--- src/rtl/dmem_arbiter_if.sv ---
// dmem_arbiter_if: requester handshakes, responses and memory bus of the
// shared data-memory arbiter; slave = arbiter side, master = requesters/memory.
interface dmem_arbiter_if #(
    parameter int DW = 32
);
    logic          req0_valid;
    logic          req0_ready;
    logic          req0_we;
    logic [31:0]   req0_addr;
    logic [DW-1:0] req0_wdata;
    logic          req1_valid;
    logic          req1_ready;
    logic          req1_we;
    logic [31:0]   req1_addr;
    logic [DW-1:0] req1_wdata;
    logic          rsp0_valid;
    logic [DW-1:0] rsp0_rdata;
    logic          rsp0_err;
    logic          rsp1_valid;
    logic [DW-1:0] rsp1_rdata;
    logic          rsp1_err;
    logic          mem_rw;
    logic [31:0]   mem_addr;
    logic [DW-1:0] mem_wdata;
    logic [DW-1:0] mem_rdata;

    modport slave (
        input  req0_valid, req0_we, req0_addr, req0_wdata,
        input  req1_valid, req1_we, req1_addr, req1_wdata,
        output req0_ready, req1_ready,
        output rsp0_valid, rsp0_rdata, rsp0_err,
        output rsp1_valid, rsp1_rdata, rsp1_err,
        output mem_rw, mem_addr, mem_wdata,
        input  mem_rdata
    );

    modport master (
        output req0_valid, req0_we, req0_addr, req0_wdata,
        output req1_valid, req1_we, req1_addr, req1_wdata,
        input  req0_ready, req1_ready,
        input  rsp0_valid, rsp0_rdata, rsp0_err,
        input  rsp1_valid, rsp1_rdata, rsp1_err,
        input  mem_rw, mem_addr, mem_wdata,
        output mem_rdata
    );
endinterface

--- src/rtl/dmem_arbiter.sv ---
// dmem_arbiter: two requesters share one data memory, IDLE->ACCESS->RESP.
// Define DMEM_ARB_RR_EN for round-robin tie-break; default is port 0 priority.
module dmem_arbiter #(
    parameter int DEPTH = 64,
    parameter int DW    = 32
) (
    input logic           clk,
    input logic           rst,
    dmem_arbiter_if.slave bus
);
    localparam logic [1:0] S_IDLE   = 2'd0;
    localparam logic [1:0] S_ACCESS = 2'd1;
    localparam logic [1:0] S_RESP   = 2'd2;

    logic [1:0]    state;
    logic          lat_port;
    logic          lat_we;
    logic [31:0]   lat_addr;
    logic [DW-1:0] lat_wdata;
    logic [DW-1:0] rsp_data;
    logic          rsp_err;

    logic idle;
    logic access;
    logic resp;
    logic in_range;
    logic gnt0;
    logic gnt1;

    // Reset masks every output so an aborted store never reaches memory.
    assign idle     = (state == S_IDLE) && !rst;
    assign access   = (state == S_ACCESS) && !rst;
    assign resp     = (state == S_RESP) && !rst;
    assign in_range = lat_addr < 32'(DEPTH);

`ifdef DMEM_ARB_RR_EN
    logic last_gnt;

    assign gnt0 = idle && bus.req0_valid
               && (!bus.req1_valid || last_gnt);
    assign gnt1 = idle && bus.req1_valid
               && (!bus.req0_valid || !last_gnt);

    always_ff @(posedge clk) begin
        if (rst)
            last_gnt <= 1'b1;
        else if (gnt0 || gnt1)
            last_gnt <= gnt1;
    end
`else
    assign gnt0 = idle && bus.req0_valid;
    assign gnt1 = idle && bus.req1_valid && !bus.req0_valid;
`endif

    always_ff @(posedge clk) begin
        if (rst) begin
            state     <= S_IDLE;
            lat_port  <= 1'b0;
            lat_we    <= 1'b0;
            lat_addr  <= '0;
            lat_wdata <= '0;
            rsp_data  <= '0;
            rsp_err   <= 1'b0;
        end else begin
            case (state)
                S_IDLE: begin
                    if (gnt0 || gnt1) begin
                        state     <= S_ACCESS;
                        lat_port  <= gnt1;
                        lat_we    <= gnt1 ? bus.req1_we : bus.req0_we;
                        lat_addr  <= gnt1 ? bus.req1_addr : bus.req0_addr;
                        lat_wdata <= gnt1 ? bus.req1_wdata : bus.req0_wdata;
                    end
                end
                S_ACCESS: begin
                    state    <= S_RESP;
                    rsp_data <= (!lat_we && in_range) ? bus.mem_rdata : '0;
                    rsp_err  <= !in_range;
                end
                S_RESP:  state <= S_IDLE;
                default: state <= S_IDLE;
            endcase
        end
    end

    assign bus.req0_ready = gnt0;
    assign bus.req1_ready = gnt1;

    assign bus.rsp0_valid = resp && !lat_port;
    assign bus.rsp1_valid = resp && lat_port;
    assign bus.rsp0_rdata = bus.rsp0_valid ? rsp_data : '0;
    assign bus.rsp1_rdata = bus.rsp1_valid ? rsp_data : '0;
    assign bus.rsp0_err   = bus.rsp0_valid && rsp_err;
    assign bus.rsp1_err   = bus.rsp1_valid && rsp_err;

    assign bus.mem_rw    = !(access && lat_we && in_range);
    assign bus.mem_addr  = access ? lat_addr : '0;
    assign bus.mem_wdata = access ? lat_wdata : '0;
endmodule

--- src/flat_wrapper.sv ---
// flat-port wrapper written by rule: the top's interface ports become plain ports
module dmem_arbiter_flat 
#(
    parameter int DEPTH = 64,
    parameter int DW    = 32
)
  (clk, rst, bus_req0_valid, bus_req0_we, bus_req0_addr, bus_req0_wdata, bus_req1_valid, bus_req1_we, bus_req1_addr, bus_req1_wdata, bus_req0_ready, bus_req1_ready, bus_rsp0_valid, bus_rsp0_rdata, bus_rsp0_err, bus_rsp1_valid, bus_rsp1_rdata, bus_rsp1_err, bus_mem_rw, bus_mem_addr, bus_mem_wdata, bus_mem_rdata);
  dmem_arbiter_if #(.DW(DW)) bus_i ();
  input logic clk;
  input logic rst;
  input wire logic [$bits(bus_i.req0_valid)-1:0] bus_req0_valid;
  input wire logic [$bits(bus_i.req0_we)-1:0] bus_req0_we;
  input wire logic [$bits(bus_i.req0_addr)-1:0] bus_req0_addr;
  input wire logic [$bits(bus_i.req0_wdata)-1:0] bus_req0_wdata;
  input wire logic [$bits(bus_i.req1_valid)-1:0] bus_req1_valid;
  input wire logic [$bits(bus_i.req1_we)-1:0] bus_req1_we;
  input wire logic [$bits(bus_i.req1_addr)-1:0] bus_req1_addr;
  input wire logic [$bits(bus_i.req1_wdata)-1:0] bus_req1_wdata;
  output wire logic [$bits(bus_i.req0_ready)-1:0] bus_req0_ready;
  output wire logic [$bits(bus_i.req1_ready)-1:0] bus_req1_ready;
  output wire logic [$bits(bus_i.rsp0_valid)-1:0] bus_rsp0_valid;
  output wire logic [$bits(bus_i.rsp0_rdata)-1:0] bus_rsp0_rdata;
  output wire logic [$bits(bus_i.rsp0_err)-1:0] bus_rsp0_err;
  output wire logic [$bits(bus_i.rsp1_valid)-1:0] bus_rsp1_valid;
  output wire logic [$bits(bus_i.rsp1_rdata)-1:0] bus_rsp1_rdata;
  output wire logic [$bits(bus_i.rsp1_err)-1:0] bus_rsp1_err;
  output wire logic [$bits(bus_i.mem_rw)-1:0] bus_mem_rw;
  output wire logic [$bits(bus_i.mem_addr)-1:0] bus_mem_addr;
  output wire logic [$bits(bus_i.mem_wdata)-1:0] bus_mem_wdata;
  input wire logic [$bits(bus_i.mem_rdata)-1:0] bus_mem_rdata;
  assign bus_i.req0_valid = bus_req0_valid;
  assign bus_i.req0_we = bus_req0_we;
  assign bus_i.req0_addr = bus_req0_addr;
  assign bus_i.req0_wdata = bus_req0_wdata;
  assign bus_i.req1_valid = bus_req1_valid;
  assign bus_i.req1_we = bus_req1_we;
  assign bus_i.req1_addr = bus_req1_addr;
  assign bus_i.req1_wdata = bus_req1_wdata;
  assign bus_req0_ready = bus_i.req0_ready;
  assign bus_req1_ready = bus_i.req1_ready;
  assign bus_rsp0_valid = bus_i.rsp0_valid;
  assign bus_rsp0_rdata = bus_i.rsp0_rdata;
  assign bus_rsp0_err = bus_i.rsp0_err;
  assign bus_rsp1_valid = bus_i.rsp1_valid;
  assign bus_rsp1_rdata = bus_i.rsp1_rdata;
  assign bus_rsp1_err = bus_i.rsp1_err;
  assign bus_mem_rw = bus_i.mem_rw;
  assign bus_mem_addr = bus_i.mem_addr;
  assign bus_mem_wdata = bus_i.mem_wdata;
  assign bus_i.mem_rdata = bus_mem_rdata;
  dmem_arbiter #(.DEPTH(DEPTH), .DW(DW)) u_core (.clk(clk), .rst(rst), .bus(bus_i));
endmodule
--- config.mk ---
export PLATFORM = sky130hd
export DESIGN_NAME = dmem_arbiter_flat
export DESIGN_NICKNAME = d
export VERILOG_FILES = /design/src/rtl/dmem_arbiter_if.sv /design/src/rtl/dmem_arbiter.sv /design/src/flat_wrapper.sv
export SDC_FILE = /design/constraint.sdc
export NUM_CORES = 1
export LEC_CHECK = 0
export ABC_AREA = 1
export BUFFER_PORTS_ARGS = -buffer_cell sky130_fd_sc_hd__buf_2
export CAP_MARGIN = 20
export CORE_ASPECT_RATIO = 0.9
export CORE_MARGIN = 3
export CORE_UTILIZATION = 46
export CTS_BUF_LIST = sky130_fd_sc_hd__clkbuf_16
export CTS_CLUSTER_DIAMETER = 150
export DETAILED_ROUTE_END_ITERATION = 10
export MAX_ROUTING_LAYER = met4
export PLACE_DENSITY_LB_ADDON = 0.05
export SLEW_MARGIN = 20
export SYNTH_ARGS = -nofsm -noshare
export SYNTH_HDL_FRONTEND = slang
export SYNTH_SLANG_ARGS = --single-unit
export TNS_END_PERCENT = 30
--- constraint.sdc ---
create_clock -name clk -period 1.7 [get_ports clk]
set_input_delay 0.255 -clock clk [delete_from_list [all_inputs] [get_ports clk]]
set_output_delay 0.255 -clock clk [all_outputs]
set_load 0.03 [all_outputs]
==> report_table.html <==
<table>
<tr><th>Metric</th><th>Value</th></tr>
<tr><th colspan="2">Status</th></tr>
<tr><td>Status</td><td>finished with violations</td></tr>
<tr><td>Violations in the final reports</td><td>negative setup slack</td></tr>
<tr><th colspan="2">Worst setup path</th></tr>
<tr><td>Critical Path Fanout Max</td><td>13</td></tr>
<tr><td>Type of destination of the critical path</td><td>primary output</td></tr>
<tr><td>Setup slack on the worst flop-to-flop path</td><td>0.07 ns</td></tr>
<tr><td>Crit Reg-Reg Endpoint</td><td>u_core.lat_addr[3]$_SDFFE_PP0P_</td></tr>
<tr><td>Startpoint class of the critical path</td><td>register</td></tr>
<tr><td>Destination of the critical timing path</td><td>bus_mem_addr[26]</td></tr>
<tr><td>Crit path launch</td><td>u_core.state[0]$_SDFFE_PP0P_</td></tr>
<tr><td>Critical Path AT</td><td>1.61 ns</td></tr>
<tr><td>Req. time, crit path</td><td>1.44 ns</td></tr>
<tr><td>Source of the worst register-to-register timing path</td><td>u_core.state[0]$_SDFFE_PP0P_</td></tr>
<tr><td>Worst Path Class, Setup</td><td>reg2out</td></tr>
<tr><td>FF-to-FF path depth</td><td>9</td></tr>
<tr><th colspan="2">Clock tree</th></tr>
<tr><td>Clock Latency Late Sink</td><td>0.34 ns</td></tr>
<tr><td>H-Tree Level Count</td><td>3</td></tr>
<tr><td>Number of buffers on the longest clock path</td><td>2</td></tr>
<tr><td>Clock root buffer master</td><td>clkbuf_16</td></tr>
<tr><td>TritonCTS clock tree</td><td>done</td></tr>
<tr><td>Clock transition time at the flip-flop clock pins of the worst setup and hold paths</td><td>0.07 ns</td></tr>
<tr><td>Total CTS buffers</td><td>9</td></tr>
<tr><td>Cts hold-fix bufs</td><td>0</td></tr>
<tr><td>Clock sinks</td><td>101</td></tr>
<tr><th colspan="2">STA</th></tr>
<tr><td>Setup violation total in the final timing report</td><td>129</td></tr>
<tr><td>Measured slew at the worst slew-check pin</td><td>0.719 ns</td></tr>
<tr><td>Worst slew margin relative to its limit</td><td>52.0%</td></tr>
<tr><td>Final critical-path share of the clock period</td><td>110%</td></tr>
<tr><td>Clock Skews</td><td>0.00911 ns</td></tr>
<tr><td>Setup repair after global routing missed its margin</td><td>yes</td></tr>
<tr><td>Final worst-path setup slack</td><td>-0.167 ns</td></tr>
<tr><td>Number of hold violations in the final report</td><td>0</td></tr>
<tr><td>Sum of negative setup slack</td><td>-12.33 ns</td></tr>
<tr><td>Final count of pins violating max slew</td><td>0</td></tr>
<tr><td>Minimum period implied by the final worst setup slack</td><td>1.87 ns</td></tr>
<tr><td>F_max</td><td>536 MHz</td></tr>
<tr><th colspan="2">Detailed routing</th></tr>
<tr><td>First-pass detailed-route iteration total</td><td>5</td></tr>
<tr><td>Drt first-iter violations</td><td>538</td></tr>
<tr><td>Remaining routing DRC violations</td><td>0</td></tr>
<tr><td>Antenna Violating Nets Remaining</td><td>0</td></tr>
<tr><td>Total vias in the final route</td><td>7262</td></tr>
<tr><td>Final WL</td><td>21800 um</td></tr>
<tr><td>Average vias per placed instance</td><td>5.01</td></tr>
<tr><td>Mean routed wirelength per cell</td><td>15.1 um</td></tr>
<tr><th colspan="2">Yosys</th></tr>
<tr><td>Register bit count reported by yosys</td><td>101</td></tr>
<tr><td>Nets in the synthesized netlist</td><td>1166</td></tr>
<tr><td>Post-Synthesis Cells</td><td>1000</td></tr>
<tr><td>Syn_area_per_cell</td><td>5.82 um^2</td></tr>
<tr><td>Post-Syn Area</td><td>0.00582 mm^2</td></tr>
<tr><td>Yosys warning total</td><td>0</td></tr>
<tr><td>Distinct cell type count of the synthesized netlist</td><td>16</td></tr>
<tr><td>Post-synthesis sequential area ratio</td><td>34.8%</td></tr>
<tr><th colspan="2">Job</th></tr>
<tr><td>Count of max-cap constraint violations</td><td>0</td></tr>
<tr><th colspan="2">Floorplan</th></tr>
<tr><td>Die area</td><td>0.0140 mm^2</td></tr>
<tr><td>Horizontal extent of the die</td><td>125 um</td></tr>
<tr><td>Count of boundary I/O pins</td><td>301</td></tr>
<tr><td>Chip height</td><td>113 um</td></tr>
<tr><td>Row Count</td><td>38</td></tr>
<tr><td>Core Footprint</td><td>0.0122 mm^2</td></tr>
<tr><td>Initial core utilization</td><td>47.6%</td></tr>
<tr><th colspan="2">Power and ir drop</th></tr>
<tr><td>Power share of the sequential group</td><td>39.8%</td></tr>
<tr><td>Total Power</td><td>6.61 mW</td></tr>
<tr><td>Worst IR drop on VDD</td><td>0.000477 V</td></tr>
<tr><td>Static leakage</td><td>4.73 nW</td></tr>
<tr><td>Proportion of power drawn by combinational gates</td><td>27.6%</td></tr>
<tr><td>Power per unit of standard cell area</td><td>684 mW/mm^2</td></tr>
<tr><td>Internal power summed over all cells</td><td>4.54 mW</td></tr>
<tr><td>Sw frac</td><td>31.3%</td></tr>
<tr><td>Switching Power</td><td>2.07 mW</td></tr>
<tr><td>Clock network fraction of total power</td><td>32.6%</td></tr>
<tr><th colspan="2">Place</th></tr>
<tr><td>Gp weighted congestion</td><td>0.842</td></tr>
<tr><td>Area after DPL</td><td>0.00798 mm^2</td></tr>
<tr><td>Post-DP HPWL</td><td>13600 um</td></tr>
<tr><td>Post-Place Setup Slack</td><td>0.0205 ns</td></tr>
<tr><td>Count of input and output buffers</td><td>300</td></tr>
<tr><th colspan="2">Finish</th></tr>
<tr><td>Layout Area Growth over Synthesis</td><td>66.1%</td></tr>
<tr><td>Post-route cell area</td><td>0.00966 mm^2</td></tr>
<tr><td>Most frequent standard cell in the layout excluding fill and tap cells</td><td>nand3_1</td></tr>
<tr><td>Fraction of layout instances using a drive strength above 1</td><td>38.8%</td></tr>
<tr><td>Top library cells by usage in the layout, fill and taps aside</td><td>nand3_1 (227), inv_1 (199), nand2_1 (171)</td></tr>
<tr><td>Net count reported at finish</td><td>1449</td></tr>
<tr><th colspan="2">Global routing</th></tr>
<tr><td>Global-route wire length before repair</td><td>34800 um</td></tr>
<tr><td>Largest net degree at the start of global routing</td><td>68</td></tr>
<tr><td>Remaining global-route overflow</td><td>0</td></tr>
<tr><td>Antenna violations before repair</td><td>3</td></tr>
<tr><td>Overall global routing resource usage</td><td>30.6%</td></tr>
<tr><td>Number of global-route vias before repair</td><td>7094</td></tr>
<tr><th colspan="2">Hold path</th></tr>
<tr><td>Hold Path Class</td><td>in2reg</td></tr>
</table>
==> how the worst min path moves through the flow <==
stage,start,end,slack [ns],cells after the start
floorplan,u_core.rsp_data[0]$_SDFFE_PP0N_,u_core.rsp_data[0]$_SDFFE_PP0N_,0.45,2
global placement,u_core.rsp_data[1]$_SDFFE_PP0N_,u_core.rsp_data[1]$_SDFFE_PP0N_,0.45,2
detailed placement,u_core.rsp_data[20]$_SDFFE_PP0N_,u_core.rsp_data[20]$_SDFFE_PP0N_,0.46,2
CTS,bus_req1_wdata[19],u_core.lat_wdata[19]$_SDFFE_PP0P_,0.21,5
global route,bus_req1_wdata[30],u_core.lat_wdata[30]$_SDFFE_PP0P_,0.23,5
finish,bus_req1_wdata[24],u_core.lat_wdata[24]$_SDFFE_PP0P_,0.22,5
==> sequential cells by signal (all words and copies together) (netlist names) <==
| register | count |
|---|---|
| u_core.lat_addr | 32 |
| u_core.state | 2 |
| u_core.lat_wdata | 32 |
| u_core.rsp_data | 32 |
| u_core.lat_we | 1 |
| u_core.lat_port | 1 |
| u_core.rsp_err | 1 |
==> metrics by stage <==
stage	instances	utilization [%]	hold WS [ns]
4_1_cts	1443	77.8	0.213
5_1_grt	1449	79.1	0.235
6_report	1449	79.1	0.220
3_5_place_dp	1419	65.3	0.455
3_3_place_gp	1419	65.3	0.452
2_1_floorplan	1000	-	0.445
==> synthesized netlist by cell type (all sizes together) <==
master	number	area share, %
nand2	174	11
a21oi	33	2.8
nor2	183	12
buf	40	3.9
o21ai	1	0.086
nor3	1	0.17
clkbuf	30	1.9
inv	205	13
dfxtp	101	35
nand3	231	20
clkinv	1	0.064
==> metal layers <==
metal / routed length [um] / vias to the layer above / track usage (%)
met2: 10900 / 320 / 50.9
met4: 649 / 0 / 11.7
met1: 8740 / 3308 / 37.2
met3: 1610 / 48 / 5.85
li1: - / 3586 / -
met5: 0 / - / -
==> power by group through the flow <==
stage	clock network, mW	logic [mW]	registers, mW
2_1_floorplan	0	1.05	2.66
5_1_grt	2.26	2.02	2.65
3_5_place_dp	0	1.53	2.68
4_1_cts	2.18	1.76	2.63
6_report	2.15	1.82	2.63
3_3_place_gp	0	1.51	2.67
==> what timing repair did <==
action / in CTS / in global routing
endpoints found under the setup margin: 134 / 136
gates cloned: 6 / 3
gates resized for setup: 338 / 24
setup buffers: 4 / 0
pin swaps: 14 / 1
==> cells by family after synthesis <==
logic type | Yosys count | synth area share (%)
compound gates | 34 | 2.92
buf+inv | 276 | 19.1
flops | 101 | 34.8
simple gates | 589 | 43.2
==> cell type report <==
type | instances | area, um^2
flip-flops and latches | 101 | 2030
inverters | 206 | 788
fillers | 931 | 2560
multi-input cells | 623 | 3450
repair buffers | 342 | 2880
diodes | 3 | 7.51
well taps | 160 | 200
clock buffers | 9 | 225
clock inverters | 5 | 78.8
==> critical path, cell delays in order, from the launching register on <==
cell and delay [ns]:
dfxtp_2 0.34, inv_2 0.06, nor2_4 0.12, inv_2 0.06, nor2_4 0.14, inv_6 0.10, buf_12 0.17, nor2_2 0.13
buf_6 0.15
Note: power is estimated with default switching activity, not from simulation.
